--- config.mk ---
export PLATFORM = sky130hd
export DESIGN_NAME = alu_control
export DESIGN_NICKNAME = d
export VERILOG_FILES = /design/src/rtl/alu_ctrl_pkg.sv /design/src/rtl/alu_control_decode.sv /design/src/rtl/alu_control.sv
export SDC_FILE = /design/constraint.sdc
export NUM_CORES = 1
export LEC_CHECK = 0
export BUFFER_PORTS_ARGS = -buffer_cell sky130_fd_sc_hd__buf_2
export CAP_MARGIN = 25
export CORE_AREA = 2 2 39 41
export CTS_BUF_LIST = sky130_fd_sc_hd__clkbuf_4 sky130_fd_sc_hd__clkbuf_8
export DETAILED_ROUTE_END_ITERATION = 10
export DIE_AREA = 0 0 41 43
export GPL_TIMING_DRIVEN = 0
export SYNTH_ARGS = -nofsm -noshare
export SYNTH_HDL_FRONTEND = slang
export SYNTH_SLANG_ARGS = --single-unit
--- constraint.sdc ---
create_clock -name clk -period 0.8 [get_ports clk]
set_input_delay 0.08 -clock clk [delete_from_list [all_inputs] [get_ports clk]]
set_output_delay 0.08 -clock clk [all_outputs]
set_load 0.005 [all_outputs]
--- src/rtl/alu_ctrl_pkg.sv ---
// Shared encodings for the RV32I ALU control decoder: ALUOp classes,
// ALU operation codes and the funct7/funct3 values the decoder looks at.
package alu_ctrl_pkg;

  typedef enum logic [1:0] {
    ALUOP_MEM    = 2'b00,
    ALUOP_BRANCH = 2'b01,
    ALUOP_RTYPE  = 2'b10,
    ALUOP_ITYPE  = 2'b11
  } aluop_e;

  typedef enum logic [3:0] {
    ALU_AND  = 4'b0000,
    ALU_OR   = 4'b0001,
    ALU_ADD  = 4'b0010,
    ALU_XOR  = 4'b0011,
    ALU_SLL  = 4'b0100,
    ALU_SRL  = 4'b0101,
    ALU_SUB  = 4'b0110,
    ALU_SRA  = 4'b0111,
    ALU_SLT  = 4'b1000,
    ALU_SLTU = 4'b1001
  } alu_op_e;

  localparam logic [6:0] F7_BASE = 7'b0000000;
  localparam logic [6:0] F7_ALT  = 7'b0100000;

  localparam logic [2:0] F3_ADD_SUB = 3'b000;
  localparam logic [2:0] F3_SLL     = 3'b001;
  localparam logic [2:0] F3_SLT     = 3'b010;
  localparam logic [2:0] F3_SLTU    = 3'b011;
  localparam logic [2:0] F3_XOR     = 3'b100;
  localparam logic [2:0] F3_SRL_SRA = 3'b101;
  localparam logic [2:0] F3_OR      = 3'b110;
  localparam logic [2:0] F3_AND     = 3'b111;

  // Operation selected by funct3 alone when funct7 carries no alternate meaning.
  function automatic alu_op_e base_op(input logic [2:0] f3);
    alu_op_e op;
    case (f3)
      F3_ADD_SUB: op = ALU_ADD;
      F3_SLL:     op = ALU_SLL;
      F3_SLT:     op = ALU_SLT;
      F3_SLTU:    op = ALU_SLTU;
      F3_XOR:     op = ALU_XOR;
      F3_SRL_SRA: op = ALU_SRL;
      F3_OR:      op = ALU_OR;
      default:    op = ALU_AND;
    endcase
    return op;
  endfunction

endpackage

--- src/rtl/alu_control_decode.sv ---
// Combinational ALUOp/funct7/funct3 decode to an ALU operation code.
// Unsupported encodings report illegal and fall back to ADD.
module alu_control_decode
  import alu_ctrl_pkg::*;
(
  input  aluop_e      aluop,
  input  logic [6:0]  func7,
  input  logic [2:0]  func3,
  output alu_op_e     alu_op,
  output logic        illegal
);

  // MEM/BRANCH branches never read func7/func3, so X there cannot leak through.
  always_comb begin
    alu_op  = ALU_ADD;
    illegal = 1'b0;
    case (aluop)
      ALUOP_MEM:    alu_op = ALU_ADD;
      ALUOP_BRANCH: alu_op = ALU_SUB;
      ALUOP_RTYPE: begin
        if (func7 == F7_BASE) begin
          alu_op = base_op(func3);
        end else if ((func7 == F7_ALT) && (func3 == F3_ADD_SUB)) begin
          alu_op = ALU_SUB;
        end else if ((func7 == F7_ALT) && (func3 == F3_SRL_SRA)) begin
          alu_op = ALU_SRA;
        end else begin
          illegal = 1'b1;
        end
      end
      ALUOP_ITYPE: begin
        case (func3)
          F3_SLL: begin
            if (func7 == F7_BASE) alu_op = ALU_SLL;
            else                  illegal = 1'b1;
          end
          F3_SRL_SRA: begin
            if (func7 == F7_BASE)     alu_op = ALU_SRL;
            else if (func7 == F7_ALT) alu_op = ALU_SRA;
            else                      illegal = 1'b1;
          end
          default: alu_op = base_op(func3);
        endcase
      end
      default: ;
    endcase
  end

endmodule

--- src/rtl/alu_control.sv ---
// ALU control decoder with a registered output stage: one cycle latency,
// one decode per cycle, outputs hold when no valid input is presented.
module alu_control
  import alu_ctrl_pkg::*;
(
  input  logic       clk,
  input  logic       rst_n,
  input  logic       in_valid,
  input  logic [1:0] ALUOp_in,
  input  logic [6:0] func7,
  input  logic [2:0] func3,
  output logic [3:0] AluControl_out,
  output logic       out_valid,
  output logic       illegal_op
);

  alu_op_e dec_op;
  logic    dec_illegal;
  alu_op_e op_q;
  logic    valid_q;
  logic    illegal_q;

  alu_control_decode u_decode (
    .aluop   (aluop_e'(ALUOp_in)),
    .func7   (func7),
    .func3   (func3),
    .alu_op  (dec_op),
    .illegal (dec_illegal)
  );

  always_ff @(posedge clk or negedge rst_n) begin
    if (!rst_n) begin
      op_q      <= ALU_ADD;
      valid_q   <= 1'b0;
      illegal_q <= 1'b0;
    end else if (in_valid) begin
      op_q      <= dec_op;
      valid_q   <= 1'b1;
      illegal_q <= dec_illegal;
    end else begin
      valid_q   <= 1'b0;
    end
  end

  assign AluControl_out = op_q;
  assign out_valid      = valid_q;
  assign illegal_op     = illegal_q;

endmodule

==> reports/results.tsv <==
stage	metric	value	unit
run_status	outcome	complete, but fails checks	
run_status	failing checks	setup timing	
setup_path	slowest cell on the critical path	or4_4	
sta	post-route setup slack	-0.424	ns
yosys	Post-Syn Area per Cell	9.25	sq um
setup_path	CP Launch Type	input port	
setup_path	CP max stage delay	0.57	ns
die	core area	0.00138	sq mm
layout	layout cell share with drive strength beyond 1	63.5	%
die	Top Ports	21	
setup_path	crit path DAT	1.42	ns
clock_tree	CTS tree	done	
place	pre-CTS WS	-0.769	ns
setup_path	worst path cell trace	buf_8, or4_4, or4_4, a21oi_2, a221o_2	
drt	vias per cell	5.32	
yosys	Synthesis Warnings	0	
clock_tree	CTS Root Cell	clkbuf_4	
yosys	syn_nets	56	
drt	final WL	1310	um
die	die span in x	41	um
sta	worst slew pin tran	0.378	ns
clock_tree	CTS H-tree depth	1	
sta	Rel. slew slack	74.6	%
layout	ANT cells	0	
drt	DR pass1 iterations	4	
drt	WL per Instance	14.5	um
drt	DRC violations left	0	
layout	Post-Layout Cell Count	90	
place	Final GP Congestion	0.807	
job	Max-cap violations	0	
place	hpwl dp	819	um
drt	initial DRC count	5	
die	die area	0.00176	sq mm
setup_path	Critical Path Fanout Max	4	
power	P_leak	0.000350	uW
power	overall power	934	uW
yosys	synthesized cell area	379	sq um
sta	min Tclk post-route	1.22	ns
place	Port Buffers	20	
min_path	Hold Crit Class	in2reg	
setup_path	most used cell, CP	or4_4	
yosys	Yosys cell types	27	
yosys	cells after synthesis	41	
place	placed cell area	514	sq um
setup_path	Worst EP required	0.99	ns
sta	Max Clock Skew	0	ns
drt	via count	479	
sta	Fmax	817	MHz
clock_tree	clk buf depth	2	
die	Row Count	14	
global_routing	all-layer global routing usage	17.8	%
setup_path	Crit Path Category	in2reg	
sta	hold slack	0.0311	ns
setup_path	Worst Setup End Kind	flop	
power	pwr dens	1320	mW/mm^2
layout	final instance area	708	sq um
power	Peak VDD IR	543	uV
layout	fillers	130	
die	die height	43	um
global_routing	first-pass GRT wire length	2210	um
layout	Area Overhead vs Synth	86.8	%
clock_tree	clk_lat worst skew	0.25	ns
clock_tree	CTS clk-pin slew, worst paths	0.05	ns
sta	RSZ-0062 raised after global routing	true	
sta	Pins Over Slew Limit	0	
die	Initial Utilization	27.4	%
global_routing	vias in the first global route	495	
sta	crit share post-route	153	%
sta	Final Hold Viols	0	
place	# placed instances	77	
yosys	sequential fraction of the synthesis area	39.9	%
clock_tree	clock sinks	6	
global_routing	total global routing overflow	0	
global_routing	largest net degree at the start of global routing	9	
global_routing	initial antenna violation count	0	
layout	final net count	90	
sta	Final Setup Violations	10	
clock_tree	CTS buffer count	3	
yosys	count of state elements after synthesis	6	
drt	post-route ant nets	0	
## through the flow
| step | utilization [%] | setup TNS, ns |
|---|---|---|
| final | 51.2 | -1.79 |
| after global routing | 51.2 | -2.20 |
| after CTS | 47.3 | -1.83 |
| after detailed placement | 37.2 | -2.33 |
| after global placement | 37.2 | -2.29 |
| after floorplan | - | -1.34 |
## path summary, 6_finish.rpt
| check | cells after the start | to | slack, ns | startpoint |
|---|---|---|---|---|
| worst max-delay path | 5 | AluControl_out[0] | -0.42 | func7[4] |
| worst min-delay path | 1 | out_valid | 0.03 | in_valid |
| max in group asynchronous | 2 | AluControl_out[1] | 0.40 | rst_n |
| worst max register to register | 1 | AluControl_out[0] | -0.06 | AluControl_out[0] |
| min in group asynchronous | 2 | illegal_op | 0.17 | rst_n |
| worst min register to register | 2 | AluControl_out[1] | 0.48 | AluControl_out[1] |
## worst max-delay path, delay by kind of cell
kind / cells / cell delay [ns]
simple gates: 2 / 1.01
compound gates: 2 / 0.24
buf+inv: 1 / 0.09
## cell usage in the layout, fill, tap and decap left out, drive strengths merged
cell / synthesis / final
or4: 2 / 2
nand2: 2 / 2
o21ai: 4 / 4
nand2b: 1 / 1
mux2: 1 / 1
inv: 3 / 3
a221oi: 1 / 1
dfstp: 1 / 1
xor2: 1 / 1
nor2b: 1 / 1
a22oi: 1 / 1
a221o: 2 / 2
a21o: 2 / 2
xnor2: 1 / 1
nor4b: 1 / 1
or2: 1 / 1
o41ai: 1 / 1
nor4: 2 / 2
a21oi: 2 / 2
nor3: 1 / 1
o22ai: 1 / 1
nand3: 1 / 1
nor2: 2 / 2
clkbuf: 0 / 4
and3: 1 / 1
buf: 0 / 28
dfrtp: 5 / 5
dlygate4sd3: 0 / 1
## cell families after synthesis
logic type / count (synthesis) / synth area share [%]
multiplexers: 1 / 2.97
XOR/XNOR: 2 / 4.62
flip-flops: 6 / 39.9
AND/OR/NAND/NOR: 15 / 23.8
buffers and inverters: 3 / 2.97
AO/OA/AOI/OAI: 14 / 25.7
## cell type report
type,instances,area (sq um),share of cell area (%)
timing repair buffer,29,204,28.8
multi-input combinational,32,292,41.2
sequential,6,151,21.4
clock buffer,4,30.0,4.24
inverter,3,11.3,1.59
tap,16,20.0,2.83
## repair_timing
item / 4_1_cts / 5_1_grt
setup buffers: 7 / 3
resized for setup: 14 / 10
endpoints found under the hold margin: 6 / 0
endpoints found under the setup margin: 9 / 11
hold buffers: 1 / 0
pin swaps: 8 / 7
## power by group
part	internal (uW)	total, uW	switching [uW]
registers	327	337	9.82
logic	130	252	122
clock network	223	344	121
## synth_stat cells
master,instances,share of area (%)
a21o_1,2,4.0
a21oi_1,2,2.6
a221o_1,1,2.6
a221o_2,1,3.0
a221oi_1,1,2.3
a22oi_1,1,2.0
and3_1,1,1.7
dfrtp_1,5,33
dfstp_2,1,6.9
inv_1,3,3.0
mux2_2,1,3.0
nand2_1,2,2.0
nand2b_1,1,1.7
nand3_1,1,1.3
nor2_1,2,2.0
nor2b_1,1,1.7
nor3_1,1,1.3
nor4_1,2,3.3
nor4b_1,1,2.3
o21ai_0,4,5.3
o22ai_1,1,1.7
o41ai_1,1,2.3
or2_2,1,1.7
or4_1,1,2.0
or4_4,1,3.0
xnor2_1,1,2.3
xor2_1,1,2.3
## registers in the layout, indices dropped and copies added, names as in the netlist
signal          cells
AluControl_out      4
illegal_op          1
out_valid           1
## per-layer routing
layer  GRT usage (%)  vias to the layer above  wire length (um)
met5               0                        -                 0
met4            7.33                        0                37
met3            2.62                        4                63
met2            29.7                       17               698
met1            21.2                      232               507
li1                -                      226                 -
No activity file was read; power rests on OpenSTA's default activity.
